--- src/rtl/dsc_cache_pkg.sv ---
// Shared types and default geometry for the descriptor-cache reader and its RAM wrapper.
package dsc_cache_pkg;

    localparam int unsigned DscWidth     = 128;
    localparam int unsigned DscAddrWidth = 7;

    typedef enum logic [1:0] {
        StIdle,
        StIssue,
        StDrain
    } state_t;

    typedef struct packed {
        logic [DscWidth-1:0] data;
        logic                err;
        logic                last;
    } dsc_entry_t;

endpackage

--- src/rtl/dsc_cache_reader_fifo.sv ---
// Synchronous first-word-fall-through FIFO holding read data that has left the RAM pipe.
module dsc_cache_reader_fifo #(
    parameter int unsigned WIDTH = 130,
    parameter int unsigned DEPTH = 4
) (
    input  logic                       clk,
    input  logic                       rst,
    input  logic                       push,
    input  logic [WIDTH-1:0]           push_data,
    input  logic                       pop,
    output logic [WIDTH-1:0]           head_data,
    output logic                       head_valid,
    output logic [$clog2(DEPTH+1)-1:0] count
);

    localparam int unsigned PtrW = (DEPTH > 1) ? $clog2(DEPTH) : 1;
    localparam int unsigned CntW = $clog2(DEPTH + 1);

    logic [WIDTH-1:0] mem [DEPTH];
    logic [PtrW-1:0]  rd_ptr;
    logic [PtrW-1:0]  wr_ptr;
    logic [CntW-1:0]  count_q;
    logic             do_pop;

    function automatic logic [PtrW-1:0] next_ptr(input logic [PtrW-1:0] p);
        return (p == PtrW'(DEPTH - 1)) ? '0 : p + 1'b1;
    endfunction

    assign do_pop     = pop && (count_q != '0);
    assign head_data  = mem[rd_ptr];
    assign head_valid = (count_q != '0);
    assign count      = count_q;

    always_ff @(posedge clk) begin
        if (rst) begin
            rd_ptr  <= '0;
            wr_ptr  <= '0;
            count_q <= '0;
            for (int i = 0; i < int'(DEPTH); i++) begin
                mem[i] <= '0;
            end
        end else begin
            if (push) begin
                mem[wr_ptr] <= push_data;
                wr_ptr      <= next_ptr(wr_ptr);
            end
            if (do_pop) begin
                rd_ptr <= next_ptr(rd_ptr);
            end
            count_q <= count_q + CntW'(push) - CntW'(do_pop);
        end
    end

    // The upstream credit check must make a push into a full FIFO impossible.
    always_ff @(posedge clk) begin
        if (!rst) begin
            assert (!(push && (count_q == CntW'(DEPTH))));
        end
    end

endmodule

--- src/rtl/dsc_cache_reader.sv ---
// Burst read engine for the descriptor cache: issues pipelined RAM reads under a FIFO
// credit limit and streams the returned words out with per-word error and last flags.
module dsc_cache_reader
    import dsc_cache_pkg::*;
#(
    parameter int unsigned WIDTH      = DscWidth,
    parameter int unsigned ADDR_WIDTH = DscAddrWidth,
    parameter int unsigned RD_LATENCY = 2,
    parameter int unsigned FIFO_DEPTH = 4,
    parameter int unsigned CNT_WIDTH  = 8
) (
    input  logic                  CLOCK,
    input  logic                  RESET,
    input  logic                  REQ_VALID,
    output logic                  REQ_READY,
    input  logic [ADDR_WIDTH-1:0] REQ_INDEX,
    input  logic [CNT_WIDTH-1:0]  REQ_COUNT,
    output logic                  CACHE_REN,
    output logic [ADDR_WIDTH-1:0] CACHE_RADDR,
    input  logic [WIDTH-1:0]      CACHE_RDATA,
    input  logic                  CACHE_DB_DETECT,
    output logic                  DSC_VALID,
    input  logic                  DSC_READY,
    output logic [WIDTH-1:0]      DSC_DATA,
    output logic                  DSC_LAST,
    output logic                  DSC_ERR,
    output logic                  BUSY
);

    localparam int unsigned FifoCntW  = $clog2(FIFO_DEPTH + 1);
    localparam int unsigned InflightW = $clog2(RD_LATENCY + 1);
    localparam int unsigned EntryW    = WIDTH + 2;

    state_t                state;
    logic [ADDR_WIDTH-1:0] addr;
    logic [CNT_WIDTH-1:0]  remaining;
    logic [RD_LATENCY-1:0] pipe_valid;
    logic [RD_LATENCY-1:0] pipe_last;
    logic [InflightW-1:0]  inflight;
    logic [FifoCntW-1:0]   fifo_count;
    logic                  fifo_valid;
    logic [EntryW-1:0]     head;
    logic                  issue;
    logic                  issue_last;
    logic                  push;
    logic                  pop;

    always_comb begin
        inflight = '0;
        for (int i = 0; i < int'(RD_LATENCY); i++) begin
            inflight = inflight + InflightW'(pipe_valid[i]);
        end
    end

    // Every read in flight already owns a FIFO slot, so back-pressure can never drop data.
    assign issue      = (state == StIssue) &&
                        ((32'(inflight) + 32'(fifo_count)) < FIFO_DEPTH);
    assign issue_last = issue && (remaining == CNT_WIDTH'(1));
    assign push       = pipe_valid[RD_LATENCY-1];
    assign pop        = fifo_valid && DSC_READY;

    // A count of zero loads as zero and wraps on decrement, giving 2**CNT_WIDTH reads.
    always_ff @(posedge CLOCK) begin
        if (RESET) begin
            state      <= StIdle;
            addr       <= '0;
            remaining  <= '0;
            pipe_valid <= '0;
            pipe_last  <= '0;
        end else begin
            pipe_valid <= (pipe_valid << 1) | RD_LATENCY'(issue);
            pipe_last  <= (pipe_last << 1) | RD_LATENCY'(issue_last);
            case (state)
                StIdle: begin
                    if (REQ_VALID) begin
                        addr      <= REQ_INDEX;
                        remaining <= REQ_COUNT;
                        state     <= StIssue;
                    end
                end
                StIssue: begin
                    if (issue) begin
                        addr      <= addr + 1'b1;
                        remaining <= remaining - 1'b1;
                        if (issue_last) begin
                            state <= StDrain;
                        end
                    end
                end
                StDrain: begin
                    if ((pipe_valid == '0) &&
                        ((fifo_count == '0) || ((fifo_count == FifoCntW'(1)) && pop))) begin
                        state <= StIdle;
                    end
                end
                default: state <= StIdle;
            endcase
        end
    end

    dsc_cache_reader_fifo #(
        .WIDTH (EntryW),
        .DEPTH (FIFO_DEPTH)
    ) u_fifo (
        .clk        (CLOCK),
        .rst        (RESET),
        .push       (push),
        .push_data  ({CACHE_RDATA, CACHE_DB_DETECT, pipe_last[RD_LATENCY-1]}),
        .pop        (pop),
        .head_data  (head),
        .head_valid (fifo_valid),
        .count      (fifo_count)
    );

    assign REQ_READY   = (state == StIdle);
    assign BUSY        = (state != StIdle);
    assign CACHE_REN   = issue;
    assign CACHE_RADDR = addr;
    assign DSC_VALID   = fifo_valid;
    assign DSC_DATA    = head[EntryW-1:2];
    assign DSC_ERR     = fifo_valid & head[1];
    assign DSC_LAST    = fifo_valid & head[0];

endmodule
--- config.mk ---
export PLATFORM = sky130hd
export DESIGN_NAME = dsc_cache_reader
export DESIGN_NICKNAME = d
export VERILOG_FILES = /design/src/rtl/dsc_cache_pkg.sv /design/src/rtl/dsc_cache_reader_fifo.sv /design/src/rtl/dsc_cache_reader.sv
export SDC_FILE = /design/constraint.sdc
export NUM_CORES = 1
export LEC_CHECK = 0
export CORE_MARGIN = 2
export CORE_UTILIZATION = 52
export CTS_BUF_LIST = sky130_fd_sc_hd__clkbuf_2 sky130_fd_sc_hd__clkbuf_4 sky130_fd_sc_hd__clkbuf_8
export CTS_CLUSTER_SIZE = 24
export DETAILED_ROUTE_END_ITERATION = 10
export GPL_TIMING_DRIVEN = 0
export PLACE_DENSITY_LB_ADDON = 0.15
export SLEW_MARGIN = 20
export SYNTH_ARGS = -nofsm -noshare
export SYNTH_HDL_FRONTEND = slang
export SYNTH_SLANG_ARGS = --single-unit
--- constraint.sdc ---
create_clock -name CLOCK -period 3.6 [get_ports CLOCK]
set_input_delay 0.54 -clock CLOCK [delete_from_list [all_inputs] [get_ports CLOCK]]
set_output_delay 0.54 -clock CLOCK [all_outputs]
set_load 0.02 [all_outputs]
# ---- Word level (Yosys, flattened, before mapping)
# Memories as Yosys holds them, arrays and structs flattened. A register that Yosys moved wholly into a read port is not among the register bits.
# Index checks and enable logic that the tools add are counted.
dict set report totals {
  regBits 28
  mem_count 1
  input_bits 148
  word_cells 71
  ramBits 520
  output_inout_bits 141
}
# memory words width rd rd_ports_with_merged_regs write_ports line
set mem_list {}
lappend mem_list {u_fifo.mem 4 130 1 1 4 dsc_cache_reader_fifo.sv:19} ;# logic [WIDTH-1:0] mem [DEPTH];
dict set report classes {
  add_sub_neg 8
  n_mux 23
  bitwise_logic 4
  reduce_logical 16
  n_lt_le_gt_ge 1
  n_eq_ne 10
}
# cell n
set ops {}
lappend ops {{130-bit 2-to-1 mux} 1}
lappend ops {{130-bit OR reduction} 1}
lappend ops {{2-bit 2-to-1 mux} 9}
lappend ops {{8-bit 2-to-1 mux} 2}
lappend ops {{8-bit case mux with 2 select lines} 1}
lappend ops {{7-bit 2-to-1 mux} 2}
lappend ops {{7-bit case mux with 2 select lines} 1}
lappend ops {{8-bit by 1-bit equality test with 1-bit output (second input constant)} 1}
lappend ops {{2-bit != test (second input constant)} 4}
lappend ops {{8-bit by 1-bit subtractor with 8-bit output (second input constant)} 1}
lappend ops {{7-bit by 1-bit adder with 7-bit output (second input constant)} 1}
lappend ops {{2-bit equality test (second input constant)} 3}
lappend ops {{1-bit logical AND} 6}
lappend ops {{1-bit 2-to-1 mux} 6}
lappend ops {{2-bit case mux with 3 select lines} 1}
lappend ops {{2-bit by 1-bit adder with 2-bit output (second input constant)} 2}
lappend ops {{2-bit by 3-bit adder with 4-bit output} 1}
lappend ops {{2-bit logical NOT} 2}
lappend ops {{4-bit by 3-bit < comparator with 1-bit output (second input constant)} 1}
lappend ops {{2-bit by 1-bit OR with 2-bit output} 2}
lappend ops {{4-bit AND reduction} 1}
lappend ops {{2-bit nonzero test} 2}
lappend ops {{3-bit by 1-bit adder with 3-bit output} 1}
lappend ops {{3-bit by 1-bit equality test with 1-bit output (second input constant)} 1}
lappend ops {{other kinds (8)} 9}

# ---- Depth between registers and ports, before layout
# Gate-level depths: netlist of the first run.
dict set report logic_depth {
  ltp_word 8
  depth_mapped 9
  mapped_depth_nobuf 9
}

# ---- Modules after synthesis
# From an unflattened synthesis of the first run, not the netlist that was laid out.
dict set report unflattened {
  cells_unflattened 1447
  hier_area_um2 23999.3
}
# module area_each_um2 seq_area_each_um2 cells_per_inst instances
set modules_own_cells {}
lappend modules_own_cells {dsc_cache_reader_fifo 22754.3 15795.1 1298 1}
lappend modules_own_cells {dsc_cache_reader 1244.9 420.4 149 1}

# ---- Worst setup path after synthesis of the first run
# Ideal clock, no wire load.
dict set report synth_timing {
  path_type {input -> register}
  startpoint {input RESET}
  endpoint {memory u_fifo.mem[2][0] (enable)}
  setup_time_ns 0.434
  required_ns 3.166
  setup_slack_ns 0.065
  path_stages 5
  t_arrival_ns 3.101
  n_path_buf 2
  cell_sequence {clkbuf_1 or2b_1 nor3b_2 buf_2 or2_2}
}
# item line
set synth_rtl {}
lappend synth_rtl {{from (decl)} dsc_cache_reader.sv:13} ;# input logic RESET,
lappend synth_rtl {{to (decl)} dsc_cache_reader_fifo.sv:19}

==> impl_results.md, run 1 <==
- Number of synthesized flops with an enable pin: 520
- Most frequent cells in the layout: and2_1, edfxtp_1, clkdlybuf4s50_1, mux4_2, clkbuf_8
- Critical path required time: 3.06 ns
- Clock power frac: around a third
- Sw frac: about 27%
- Switching power: 0.00444 W
- Vias per cell: around 5.4
- Largest net degree at the start of global routing: between 40 and 50
- Yosys warns: 0
- Fin. max-slew vios: 0
- Part of the power in registers: 45.5%
- CTS tree: built
- Worst Skew: 0.0228 ns
- First-pass GRT wire length: 82,200 um
- Post-Syn Area: ~24,000 um2
- Nets: 2,007
- Filler cell count: roughly 3,300
- Clock net sink count: 550
- LEAKAGE: 10.7 nW
- Chip width: 218 um
- Ports: 289
- Worst hold stages: 2
- Dpl hpwl: 34,400 um
- DIE HEIGHT: 218 um
- #FFs+latches synth: 550
- Total Wirelength: 54,500 um
- Worst vdd ir: 0.275 mV
- Synth Flop Type: edfxtp_1
- Clock Latency Late Sink: 0.64 ns
- Hold Buf Count CTS: 0
- GP Congestion: 0.790
- Combinational power share: 22.9%
- Die area: 47,600 um2
- Syn Area/Cell: about 16 um2
- Status: completed
- Routed Antenna Nets: 0
- Post-synthesis sequential area ratio: 68.0%
- TritonRoute pass-1 iters: 5
- Max_cap viols: 0
- Worst Setup Start Kind: flop
- # setup viols final: 0
- Residual DRC count: 0
- Async set or reset register ratio after synthesis: 0%
- Vias in the first global route: around 14,000
- Hold Slack: 0.333 ns
- Fmax: 287 MHz
- RSZ-0062 raised after global routing: false
- Gr usage total: between 20% and 30%
- Dominant cell type by area after synthesis: edfxtp_1
- Least-Margin Pin Slew: ~1.1 ns
- Cts bufs inserted: 91
- Share of the synthesized area in the top cell type: about two thirds
- Clock root buffer: clkbuf_8
- Crit end category: output port
- IO buf count: 287
- Area growth from synthesis to layout: 23.9%
- Int Power: 0.0119 W
- Count of final hold-check violations: 0
- Initial core utilization: a little over half
- PD cells: 555 nW/um2
- Ratio of cells with drive above 1 in the final layout: 17.5%
- Routed wire per std cell: about 22 um
- Hold Path Class: input port to flop
- Fin crit share: 96.9%
- Most common cell after layout, fill and taps aside: and2_1
- Worst Reg2Reg Path Length in Cells: 6
- Initial antenna violation count: 4
- Gate Count Post-Synth: between 1,000 and 1,500
- CP Max Fanout: 10
- Post-route minimum period: about 3.5 ns
- TNS Setup: 0 ns
- Rows: 78
- WP data arrival: 2.95 ns
- Synth Net Count: 1,615
- Leading post-synthesis cells by cell area: edfxtp_1, and2_1, mux4_2
- Starting DRT DRC Count: 1,019
- Core Footprint: around 45,000 um2
- H-tree levels: 3
- Gr ovfl total: 0
- Worst-case clock buffer depth: 3
- DR vias: 13,600
- Synth unique cells: 57
- CP Class: flop to output port
- Worst slew margin: 26.5%
- Clock-pin slew on the worst setup and hold paths: ~0.07 ns
==> power by group through the flow <==
stage                     registers, W  clock network [W]  logic, W
final                          0.00746            0.00518   0.00374
after global routing           0.00749            0.00557   0.00398
after CTS                      0.00746            0.00530   0.00380
after detailed placement       0.00759                  0   0.00375
after global placement         0.00761                  0   0.00369
after floorplan                0.00758                  0   0.00215
==> synthesized netlist by cell type, types with 5 or more instances <==
library cell,count
and2_1,523
edfxtp_1,520
mux4_2,130
clkbuf_1,53
dfxtp_1,30
nor2_1,23
buf_2,20
clkbuf_2,18
nand2_1,17
inv_1,13
a21oi_1,11
ha_1,9
nor3_1,7
nor2b_1,6
nand3_1,5
nor4_1,5
==> area by class of cell <==
type / instances / area (um2) / area share [%]
multi-input combinational: 800 / 7190 / 24.3
clock buffer: 124 / 1550 / 5.25
buffer: 94 / 449 / 1.52
clock inverter: 41 / 164 / 0.555
antenna: 5 / 12.5 / 0.0424
sequential: 550 / 16200 / 54.9
tap: 600 / 751 / 2.54
inverter: 13 / 48.8 / 0.165
timing repair buffer: 299 / 3160 / 10.7
==> routing by layer <==
layer | up-vias | GRT usage, % | routed length (um) | part of all wire (%)
met3 | 103 | 5.80 | 3930 | 7.2
met5 | - | 0 | 23 | 0.042
met4 | 4 | 10.2 | 1840 | 3.4
met1 | 6774 | 29.0 | 21500 | 39
li1 | 6221 | - | - | -
met2 | 459 | 39.1 | 27200 | 50
==> critical path, stage by stage (launching register included) <==
cell and delay [ns]:
dfxtp_1 0.43, clkbuf_2 0.50, clkbuf_2 0.40, mux4_2 0.35, clkdlybuf4s50_1 0.61
==> kinds of logic (layout without fill, tap and decap cells) <==
kind of cell    after synthesis  count (layout)  synth area share (%)
compound gates               47              47                  1.45
xor+xnor                      2               2                0.0735
fa+ha+maj                    10              10                 0.556
buf+inv                     107             571                  1.88
flops                       550             550                  68.0
mux                         132             132                  12.4
other cells                   0               5                     0
simple gates                609             609                  15.6
==> worst paths after layout <==
path / endpoint / slack [ns] / from
min reg2reg: pipe_last[1] / 0.44 / pipe_last[0]
max: DSC_DATA[89] / 0.11 / flop
max reg2reg: u_fifo.mem[1][42] / 0.24 / pipe_valid[1]
min: CACHE_RADDR[4] / 0.33 / RESET
==> state kept, by name, indices dropped and copies added, names as in the netlist, named ones only <==
signal         cells
u_fifo.rd_ptr      2
state              2
u_fifo.mem       520
u_fifo.count       3
u_fifo.wr_ptr      2
pipe_last          2
pipe_valid         2
CACHE_RADDR        7
remaining          8
==> what timing repair did <==
action	in CTS	in global routing
endpoints found under the setup margin	100	2
gates resized for setup	24	2
buffers inserted	0	0
hold endpoints to repair	0	0
==> per-stage QoR <==
stage	power [W]	utilization (%)	setup slack [ns]	area (um2)	cells
after CTS	0.0166	65.2	0.0553	29500	2521
after detailed placement	0.0113	61.3	-0.0455	27800	2356
final	0.0164	65.2	0.111	29500	2526
after global routing	0.0170	65.2	0.00483	29500	2522
after floorplan	0.00973	-	0.0649	23800	1457
after global placement	0.0113	60.6	-1.87	27500	2344
Power figures use the tool's default switching activity.
==> inputs of run 2 (changes only) <==
- CAP_MARGIN: default -> 25
- CORE_UTILIZATION: 52 -> 40
==> impl_results.md, run 2 (synthesis gave the netlist of run 1 again) <==
- Status: completed (unchanged)
- IO buf count: 287 (unchanged)
- Cts bufs inserted: 95 (was 91)
- # setup viols final: 0 (unchanged)
- GP Congestion: 0.769 (was 0.790)
- Routed Antenna Nets: 0 (unchanged)
- Total chip power: 0.0167 W (was 0.0164 W)
- Worst Skew: 0.0224 ns (was 0.0228 ns)
- Int Power: 0.0121 W (was 0.0119 W)
- Clock root buffer: clkbuf_8 (unchanged)
- Rows: 89 (was 78)
- Max_cap viols: 0 (unchanged)
- Count of final hold-check violations: 0 (unchanged)
- Initial core utilization: 40.4% (was 52.6%)
- Vias in the first global route: 14,600 (was 14,500)
- Worst Setup Start Kind: flop (unchanged)
- Clock power frac: 32.7% (was 31.6%)
- Clock Latency Late Sink: 0.66 ns (was 0.64 ns)
- CTS tree: built (unchanged)
- Ratio of cells with drive above 1 in the final layout: 18.6% (was 17.5%)
- Filler cell count: 5,080 (was 3,344)
- Routed wire per std cell: 21.8 um (was 21.6 um)
- Combinational power share: 22.6% (was 22.9%)
- H-tree levels: 3 (unchanged)
- Register Area: 16,200 um2 (unchanged)
- Max incr delay on CP: 0.66 ns (was 0.61 ns)
- CP Buf/Inv Count: 2 (was 3)
- Largest net degree at the start of global routing: 42 (was 44)
- Residual DRC count: 0 (unchanged)
- Clock net sink count: 550 (unchanged)
- Worst slew margin: 52.5% (was 26.5%)
- TritonRoute pass-1 iters: 5 (unchanged)
- Starting DRT DRC Count: 686 (was 1,019)
- Core Footprint: 59,000 um2 (was 45,300 um2)
- LEAKAGE: 10.9 nW (was 10.7 nW)
- Fmax: 295 MHz (was 287 MHz)
- Hold Buf Count CTS: 0 (unchanged)
- Crit-path cells: ha_1 -> a211oi_1 -> o21ai_1 -> inv_1 -> clkdlybuf4s50_1 (was clkbuf_2 -> clkbuf_2 -> mux4_2 -> clkdlybuf4s50_1)
- Die area: 61,600 um2 (was 47,600 um2)
- CP Class: flop to output port (unchanged)
- First-pass GRT wire length: 87,800 um (was 82,200 um)
- Fin crit share: 94.1% (was 96.9%)
- Critical path required time: 3.06 ns (about the same)
- Max reg flops: 520 (unchanged)
- CP delay by family, top: buffers and inverters (unchanged)
- Part of the power in registers: 44.7% (was 45.5%)
- WP data arrival: 2.85 ns (was 2.95 ns)
- Chip width: 248 um (was 218 um)
- Switching power: 0.00456 W (was 0.00444 W)
- Gr usage total: 19.4% (was 23.4%)
- Sw frac: 27.3% (was 27.1%)
- DIE HEIGHT: 248 um (was 218 um)
- Multi-input logic area: 7190 um2 (about the same)
- Dpl hpwl: 36,800 um (was 34,400 um)
- Clock-pin slew on the worst setup and hold paths: 0.06 ns (was 0.07 ns)
- Crit end category: output port (unchanged)
- Nets: 2,012 (was 2,007)
- Initial antenna violation count: 7 (was 4)
- Layout Utilization: 50.7% (was 65.2%)
- Ports: 289 (unchanged)
- CP Max Fanout: 6 (was 10)
- Area growth from synthesis to layout: 25.5% (was 23.9%)
- PD cells: 558 nW/um2 (was 555 nW/um2)
- RSZ-0062 raised after global routing: false (unchanged)
- Register name with the most flops: u_fifo.mem (unchanged)
- Hold Path Class: input port to flop (unchanged)
- Least-Margin Pin Slew: 0.712 ns (was 1.10 ns)
- Most frequent cells in the layout: and2_1, edfxtp_1, clkdlybuf4s50_1, mux4_2, clkbuf_8 (unchanged)
- Post-route minimum period: 3.39 ns (was 3.49 ns)
- Total Wirelength: 58,900 um (was 54,500 um)
- Gr ovfl total: 0 (unchanged)
- Most common cell after layout, fill and taps aside: and2_1 (unchanged)
- CP max stage cell: clkdlybuf4s50_1 (unchanged)
- Worst-case clock buffer depth: 3 (unchanged)
- Vias per cell: 5.00 (was 5.37)
- Worst vdd ir: 0.283 mV (was 0.275 mV)
- DR vias: 13,500 (was 13,600)
- Fin. max-slew vios: 0 (unchanged)
==> run 2: path summary, 6_finish.rpt <==
kind / startpoint / to / slack [ns] / cells past startpoint
max: pipe_valid[0] / CACHE_REN / 0.21 / 5
min: RESET / CACHE_RADDR[4] / 0.36 / 2
max reg2reg: pipe_valid[1] / u_fifo.mem[0][122] / 0.32 / 6
min reg2reg: pipe_last[0] / pipe_last[1] / 0.44 / 1
==> run 2: worst reg2reg max path, cell delays in order, from the launching register on <==
cell and delay, ns:
dfxtp_1 0.51, or2b_1 0.32, nor3_2 0.37, buf_2 0.53, or2_4 0.56, buf_16 0.33
buf_16 0.29
==> run 2: through the flow <==
stage               hold slack (ns)  instances  setup slack [ns]  setup TNS [ns]  instance area, um2
global route                  0.385       2700            0.0528               0               29900
CTS                           0.322       2699           0.00655               0               29900
detailed placement            0.434       2531           -0.0193          -0.569               28000
finish                        0.359       2702             0.213               0               29900
floorplan                     0.414       1457            0.0649               0               23800
global placement              0.419       2517             -2.12        -1036.16               27700
==> run 2: layout make-up <==
class | instances | share of cell area [%]
sequential | 550 | 54.2
multi-input combinational | 800 | 24.0
timing repair buffer | 301 | 10.7
clock buffer | 140 | 5.63
tap | 773 | 3.23
buffer | 93 | 1.55
clock inverter | 28 | 0.414
inverter | 13 | 0.163
antenna | 4 | 0.0335
==> run 2: layer usage <==
| metal | track usage [%] | part of all wire, % |
|---|---|---|
| met2 | 33.2 | 50 |
| met3 | 4.88 | 6.9 |
| met4 | 5.60 | 1.6 |
| met1 | 24.5 | 41 |
| met5 | 0 | 0.097 |
==> run 2: power by group through the flow <==
stage	sequential, W	clock, W	combinational, W
after global routing	0.00750	0.00588	0.00404
final	0.00746	0.00546	0.00377
after detailed placement	0.00759	0	0.00383
after floorplan	0.00758	0	0.00215
after global placement	0.00761	0	0.00377
after CTS	0.00746	0.00561	0.00386
==> run 2: repair_timing <==
action,CTS,global route
cloned,0,0
endpoints found under the setup margin,100,22
buffers inserted,0,0
resized for setup,38,4
